## src/rtl/uart_cmd_parser_if.sv

```systemverilog
// Byte-stream and DMA-command bundle between a UART receiver/host side and the
// command parser. The parser takes the slave modport.
interface uart_cmd_parser_if;
    logic        i_rx_valid;
    logic [7:0]  i_rx_data;
    logic [1:0]  o_uart_st;
    logic [31:0] o_uart_addr;
    logic [31:0] o_uart_len;
    logic        o_rx_valid;
    logic [7:0]  o_rx_data;
    logic        o_err;
    logic [1:0]  o_err_code;
    logic        o_busy;

    modport slave (
        input  i_rx_valid, i_rx_data,
        output o_uart_st, o_uart_addr, o_uart_len,
        output o_rx_valid, o_rx_data, o_err, o_err_code, o_busy
    );

    modport master (
        output i_rx_valid, i_rx_data,
        input  o_uart_st, o_uart_addr, o_uart_len,
        input  o_rx_valid, o_rx_data, o_err, o_err_code, o_busy
    );
endinterface

```

## src/rtl/uart_cmd_parser.sv

```systemverilog
// Decodes 55 AA-framed host commands into a DMA start strobe with address/length,
// then forwards exactly len payload bytes for write commands.
module uart_cmd_parser #(
    parameter int unsigned SYS_FRE    = 100,
    parameter int unsigned TIMEOUT_US = 1000
) (
    input  logic               i_sys_clk,
    input  logic               i_reset,
    uart_cmd_parser_if.slave   bus
);

    localparam logic [31:0] TO_CYC = 32'(SYS_FRE * TIMEOUT_US);
    // Fires two counts early so the registered o_err lands in gap cycle TO_CYC.
    localparam logic [31:0] TO_FIRE = TO_CYC - 32'd2;

    localparam logic [7:0] SYNC0 = 8'h55;
    localparam logic [7:0] SYNC1 = 8'hAA;
    localparam logic [7:0] OP_WR = 8'h01;
    localparam logic [7:0] OP_RD = 8'h02;

    typedef enum logic [2:0] {IDLE, SYNC, HDR, CHK, ISSUE, PAY} state_t;

    state_t      r_state, w_next;
    logic [71:0] r_hdr;
    logic [3:0]  r_hdr_cnt;
    logic [7:0]  r_xor;
    logic [31:0] r_pay_cnt;
    logic [31:0] r_to_cnt;
    logic [1:0]  r_st;
    logic [31:0] r_addr, r_len;
    logic        r_rx_valid;
    logic [7:0]  r_rx_data;
    logic        r_err;
    logic [1:0]  r_err_code;

    logic        w_err, w_issue, w_fwd, w_hdr_clr, w_hdr_shift;
    logic [1:0]  w_err_code;
    logic        w_to_run, w_timeout;
    logic [7:0]  w_op;
    logic [31:0] w_hdr_addr, w_hdr_len;

    assign w_op       = r_hdr[71:64];
    assign w_hdr_addr = r_hdr[63:32];
    assign w_hdr_len  = r_hdr[31:0];

    assign w_to_run  = (r_state == SYNC) || (r_state == HDR) ||
                       (r_state == CHK)  || (r_state == PAY);
    assign w_timeout = w_to_run && !bus.i_rx_valid && (r_to_cnt == TO_FIRE);

    always_ff @(posedge i_sys_clk) begin
        if (i_reset) r_state <= IDLE;
        else         r_state <= w_next;
    end

    // NOTE: every signal gets a default before the case so no path leaves one unassigned (no latch).
    always_comb begin
        w_next      = r_state;
        w_err       = 1'b0;
        w_err_code  = 2'd0;
        w_issue     = 1'b0;
        w_fwd       = 1'b0;
        w_hdr_clr   = 1'b0;
        w_hdr_shift = 1'b0;
        unique case (r_state)
            IDLE: if (bus.i_rx_valid && bus.i_rx_data == SYNC0) w_next = SYNC;
            SYNC: if (bus.i_rx_valid) begin
                if (bus.i_rx_data == SYNC1) begin
                    w_next    = HDR;
                    w_hdr_clr = 1'b1;
                end else if (bus.i_rx_data != SYNC0) begin
                    w_next = IDLE;
                end
            end
            HDR: if (bus.i_rx_valid) begin
                w_hdr_shift = 1'b1;
                if (r_hdr_cnt == 4'd8) w_next = CHK;
            end
            CHK: if (bus.i_rx_valid) begin
                w_next = IDLE;
                if (bus.i_rx_data != r_xor) begin
                    w_err = 1'b1;  w_err_code = 2'd1;
                end else if (w_op != OP_WR && w_op != OP_RD) begin
                    w_err = 1'b1;  w_err_code = 2'd2;
                end else if (w_hdr_len == 32'd0 || w_hdr_len[1:0] != 2'd0) begin
                    w_err = 1'b1;  w_err_code = 2'd3;
                end else begin
                    w_issue = 1'b1;
                    w_next  = ISSUE;
                end
            end
            ISSUE: begin
                // A byte landing in the strobe cycle is already write payload byte 0.
                w_fwd  = bus.i_rx_valid && (w_op == OP_WR);
                w_next = (w_op == OP_WR) ? PAY : IDLE;
            end
            PAY: if (bus.i_rx_valid) begin
                w_fwd = 1'b1;
                if (r_pay_cnt + 32'd1 == r_len) w_next = IDLE;
            end
            default: w_next = IDLE;
        endcase
        if (w_timeout) begin
            w_next     = IDLE;
            w_err      = 1'b1;
            w_err_code = 2'd0;
        end
    end

    // NOTE: state and datapath registers use non-blocking assignments so every flop samples pre-edge values.
    always_ff @(posedge i_sys_clk) begin
        if (i_reset) begin
            r_hdr      <= '0;
            r_hdr_cnt  <= '0;
            r_xor      <= '0;
            r_pay_cnt  <= '0;
            r_to_cnt   <= '0;
            r_st       <= '0;
            r_addr     <= '0;
            r_len      <= '0;
            r_rx_valid <= 1'b0;
            r_rx_data  <= '0;
            r_err      <= 1'b0;
            r_err_code <= '0;
        end else begin
            if (w_hdr_clr) begin
                r_hdr_cnt <= '0;
                r_xor     <= '0;
            end else if (w_hdr_shift) begin
                r_hdr     <= {r_hdr[63:0], bus.i_rx_data};
                r_hdr_cnt <= r_hdr_cnt + 4'd1;
                r_xor     <= r_xor ^ bus.i_rx_data;
            end

            r_st <= w_issue ? {w_op == OP_RD, 1'b1} : 2'b00;
            if (w_issue) begin
                r_addr    <= w_hdr_addr;
                r_len     <= w_hdr_len;
                r_pay_cnt <= '0;
            end else if (w_fwd) begin
                r_pay_cnt <= r_pay_cnt + 32'd1;
            end

            r_rx_valid <= w_fwd;
            if (w_fwd) r_rx_data <= bus.i_rx_data;

            r_err <= w_err;
            if (w_err) r_err_code <= w_err_code;

            // Gap counter restarts on every byte and on every state entry.
            if (!w_to_run || bus.i_rx_valid || w_next != r_state) r_to_cnt <= '0;
            else                                                  r_to_cnt <= r_to_cnt + 32'd1;
        end
    end

    assign bus.o_uart_st   = r_st;
    assign bus.o_uart_addr = r_addr;
    assign bus.o_uart_len  = r_len;
    assign bus.o_rx_valid  = r_rx_valid;
    assign bus.o_rx_data   = r_rx_data;
    assign bus.o_err       = r_err;
    assign bus.o_err_code  = r_err_code;
    assign bus.o_busy      = (r_state != IDLE);

endmodule
```

## src/flat_wrapper.sv

```systemverilog
// flat-port wrapper written by rule: the top's interface ports become plain ports
module uart_cmd_parser_flat 
#(
    parameter int unsigned SYS_FRE    = 100,
    parameter int unsigned TIMEOUT_US = 1000
)
  (i_sys_clk, i_reset, bus_i_rx_valid, bus_i_rx_data, bus_o_uart_st, bus_o_uart_addr, bus_o_uart_len, bus_o_rx_valid, bus_o_rx_data, bus_o_err, bus_o_err_code, bus_o_busy);
  uart_cmd_parser_if bus_i ();
  input  logic i_sys_clk;
  input  logic i_reset;
  input wire logic [$bits(bus_i.i_rx_valid)-1:0] bus_i_rx_valid;
  input wire logic [$bits(bus_i.i_rx_data)-1:0] bus_i_rx_data;
  output wire logic [$bits(bus_i.o_uart_st)-1:0] bus_o_uart_st;
  output wire logic [$bits(bus_i.o_uart_addr)-1:0] bus_o_uart_addr;
  output wire logic [$bits(bus_i.o_uart_len)-1:0] bus_o_uart_len;
  output wire logic [$bits(bus_i.o_rx_valid)-1:0] bus_o_rx_valid;
  output wire logic [$bits(bus_i.o_rx_data)-1:0] bus_o_rx_data;
  output wire logic [$bits(bus_i.o_err)-1:0] bus_o_err;
  output wire logic [$bits(bus_i.o_err_code)-1:0] bus_o_err_code;
  output wire logic [$bits(bus_i.o_busy)-1:0] bus_o_busy;
  assign bus_i.i_rx_valid = bus_i_rx_valid;
  assign bus_i.i_rx_data = bus_i_rx_data;
  assign bus_o_uart_st = bus_i.o_uart_st;
  assign bus_o_uart_addr = bus_i.o_uart_addr;
  assign bus_o_uart_len = bus_i.o_uart_len;
  assign bus_o_rx_valid = bus_i.o_rx_valid;
  assign bus_o_rx_data = bus_i.o_rx_data;
  assign bus_o_err = bus_i.o_err;
  assign bus_o_err_code = bus_i.o_err_code;
  assign bus_o_busy = bus_i.o_busy;
  uart_cmd_parser #(.SYS_FRE(SYS_FRE), .TIMEOUT_US(TIMEOUT_US)) u_core (.i_sys_clk(i_sys_clk), .i_reset(i_reset), .bus(bus_i));
endmodule
```

## config.mk

```make
export PLATFORM = sky130hd
export DESIGN_NAME = uart_cmd_parser_flat
export DESIGN_NICKNAME = d
export VERILOG_FILES = /design/src/rtl/uart_cmd_parser_if.sv /design/src/rtl/uart_cmd_parser.sv /design/src/flat_wrapper.sv
export SDC_FILE = /design/constraint.sdc
export NUM_CORES = 1
export LEC_CHECK = 0
export BUFFER_PORTS_ARGS = -buffer_cell sky130_fd_sc_hd__buf_2
export CORE_MARGIN = 2
export CORE_UTILIZATION = 36
export CTS_CLUSTER_DIAMETER = 80
export DETAILED_ROUTE_END_ITERATION = 10
export PLACE_DENSITY = 0.52
export SYNTH_ARGS = -nofsm -noshare
export SYNTH_HDL_FRONTEND = slang
export SYNTH_SLANG_ARGS = --single-unit
```

## constraint.sdc

```tcl
create_clock -name i_sys_clk -period 2.9 [get_ports i_sys_clk]
set_input_delay 0.29 -clock i_sys_clk [delete_from_list [all_inputs] [get_ports i_sys_clk]]
set_output_delay 0.29 -clock i_sys_clk [all_outputs]
set_load 0.05 [all_outputs]
```

==> results by group <==
Timing
  • Slew Viols, Final: 0
  • Fmax: 377 MHz
  • TNS Setup: 0 ns
  • Final Hold Fails: 0
  • Slew headroom: 49.7%
  • Crit path time final: 2.65 ns
  • Final setup fails: 0
  • Worst Tran Pin Value: 0.755 ns
  • Setup repair after global routing missed its margin: false
  • Fin crit share: 91.4%
  • Worst Skew: 0.0231 ns

Power
  • Leakage: 4.14 nW
  • Power Total: 0.00663 W
  • Max IR drop VDD: 0.000411 V
  • PwrDens: 565 nW/um^2

Global route
  • Initial antenna violation count: 0
  • Gr ovfl total: 0
  • Largest net degree at the start of global routing: 74
  • First-pass GRT wire length: 43,900 um
  • GRT Resource Usage Total: 18.7%
  • Vias in the first global route: 8,003

Setup path
  • Crit-path max cell delay: 0.50 ns
  • CP Data Arrival Time: 3.06 ns
  • Critical-path top delay cell: dfxtp_1
  • Buf/Inv on CP: 0
  • Crit Path Class: flip-flop to flip-flop
  • Largest delay share family, worst path: simple AND/OR/NAND/NOR gates
  • CP max FO: 9
  • Critical path required time: 3.31 ns
  • Worst Setup Start Kind: flip-flop
  • Worst setup EP type: flip-flop
  • Crit-path cells: nand4_4 > or3_1 > a2111o_1 > a2111oi_0 > nand4_1 > nor4_4 > o22ai_1

Yosys
  • Synth Area in Adders: 0.629%
  • Largest family of logic cells by synthesized area: simple AND/OR/NAND/NOR gates
  • Mapped Avg Cell Area: 7.91 sq um
  • Netlist cell types: 60
  • Post-Synth XOR/XNOR Area: 10.6%
  • Ys flop type: dfxtp_1
  • Post-synth top area share: 46.1%
  • Simple-gate portion of the synthesized area: 28.4%
  • Post-synthesis cell count: 1,257
  • Top cells by area, synth: dfxtp_1, nand2_1, a21oi_1
  • Multiplexer share of the synthesized area: 0.201%
  • Post-synth ARST share: 0%
  • Yosys Warn Count: 0
  • Number of synthesized register bits: 229
  • Mapped cell area: 9940 sq um
  • Syn_nets: 1,273
  • Register area share after synthesis: 46.1%
  • Compound-cell area share of the yosys netlist: 10.5%
  • Yosys top cell by area: dfxtp_1
  • Post-synth EDFFs: 0

Clock network
  • Clk slew on worst S/H paths: 0.06 ns
  • Sink Count: 229
  • Clock root buffer: clkbuf_16
  • CTS Buf Count: 26
  • Hold buffer count at cts: 0
  • # H-tree levels: 1
  • Worst-Skew Late Latency: 0.54 ns
  • TritonCTS clock tree: yes
  • Max clock buf depth: 3

Detailed routing
  • WL final: 27,200 um
  • WL/cell: 16.1 um
  • DR pass1 iterations: 5
  • Via count: 8,651
  • Violation count after the first detailed-routing iteration: 554
  • Remaining DRCs: 0
  • DRT antenna net count: 0
  • Post-DR vias/cell: 5.13

Status
  • Status: completed

Die
  • Row cnt: 60
  • Starting Density: 36.8%
  • Core Area: 27,000 sq um
  • Die Ht: 170 um
  • I/O pins: 90
  • Die area: 29,000 sq um
  • Die Wd: 170 um

Final layout
  • Final #Nets: 1,343
  • Ant. Diodes: 0
  • Finished Core Util: 43.5%
  • Share of cells above drive strength 1: 13.8%
  • Post-synthesis to final-layout area growth: 18.1%

Placed design
  • Routability cong.: 0.881
  • Dpl hpwl: 18,700 um
  • # port buffers: 89

Run
  • Max Cap Viol: 0

Worst hold path
  • Worst min path class: primary input to flip-flop
## cell usage after synthesis, types with 3 or more instances
cell type	number
clkbuf_1	71
nor4b_1	4
nand3_1	29
buf_2	8
or3_1	8
nor2_1	110
xnor2_1	66
or4_1	7
nand2_1	333
ha_1	5
o21a_1	3
nor4_1	25
nor2b_1	7
nor4bb_1	3
and3_1	11
nand4b_1	3
inv_1	12
xor2_1	54
nand4_1	22
dfxtp_1	229
nand2b_1	8
nor3b_1	3
a21oi_1	148
o21ai_0	9
and4_1	7
and2_1	4
nor3_1	21
## power by group
group,switching [W],internal [W]
combinational,0.0000692,0.0000187
sequential,0.00000258,0.00315
clock,0.00134,0.00206
total,0.00141,0.00522
## repair_timing
action | CTS | global route
endpoints found under the setup margin | 0 | 2
resized for setup | 0 | 6
buffers inserted | 0 | 0
## worst register-to-register path: stages (launching register included)
cell	delay [ns]
dfxtp_1	0.50
nand4_4	0.20
or3_1	0.41
a2111o_1	0.40
a2111oi_0	0.41
nand4_1	0.20
nor4_4	0.30
o22ai_1	0.10
## metrics by stage
step | setup WS (ns) | instance area, sq um | std cells | hold WS (ns)
finish | 0.251 | 11700 | 1686 | 0.0383
CTS | 0.0837 | 11700 | 1686 | 0.0254
global placement | 0.130 | 10800 | 1640 | 0.441
detailed placement | 0.106 | 10800 | 1640 | 0.445
floorplan | 0.309 | 9940 | 1257 | 0.425
global route | 0.0485 | 11700 | 1686 | 0.0333
## cells in the final DEF, fill, tap and decap left out, types with 8 or more instances in the layout
cell type and instances:
nand2_1 333, dfxtp_1 228, a21oi_1 148, nor2_1 110
buf_2 88, xnor2_1 66, xor2_1 54, buf_4 31
nand3_1 29, clkbuf_16 26, nor4_1 24, nand4_1 22
nor3_1 20, inv_1 12, and3_1 11, o21ai_0 9
or3_1 8
## kinds of logic after synthesis
kind of cell / Yosys count
and+or+nand+nor: 619
DFF: 229
AOI/OAI and AO/OA: 189
xor gates and xnor gates: 120
buffers and inverters: 93
adders and majority gates: 5
muxes: 2
## per-layer routing
layer  vias to the layer above  share of wire, %  GRT usage [%]
li1                       4360                 -              -
met1                      4079                49           27.3
met2                       166                44           29.0
met3                        46               3.9           2.30
met4                         0               2.6           5.46
met5                         -                 0              0
## sequential cells by signal (all words and copies together), names as in the netlist
register and cells:
u_core.r_hdr 72, u_core.bus.o_uart_addr 32, u_core.bus.o_uart_len 32, u_core.r_pay_cnt 32, u_core.r_to_cnt 32, u_core.bus.o_rx_data 8, u_core.r_xor 8, u_core.r_hdr_cnt 4
u_core.r_state 3, u_core.bus.o_err_code 2, u_core.bus.o_uart_st 2, u_core.bus.o_err 1, u_core.bus.o_rx_valid 1
## worst paths after layout
path	to	from	slack, ns	depth (start not counted)
max	u_core.r_state[2]$_SDFF_PP0_	u_core.r_pay_cnt[8]$_SDFFE_PP0P_	0.25	7
max reg2reg	u_core.r_state[2]$_SDFF_PP0_	u_core.r_pay_cnt[8]$_SDFFE_PP0P_	0.25	7
min reg2reg	u_core.bus.o_uart_addr[29]$_SDFFE_PP0P_	u_core.bus.o_uart_addr[29]$_SDFFE_PP0P_	0.45	2
min	u_core.bus.o_rx_data[5]$_SDFFE_PP0P_	bus_i_rx_data[5]	0.04	3
## area by class of cell
class                   instances  area [sq um]
flip-flops and latches        229          4590
clock buffers                  35           744
multi-input cells             935          5050
inverters                      12          45.0
clock inverters                11           144
repair buffers                123           753
fillers                      2796         15300
well taps                     341           427
Power figures use the tool's default switching activity.
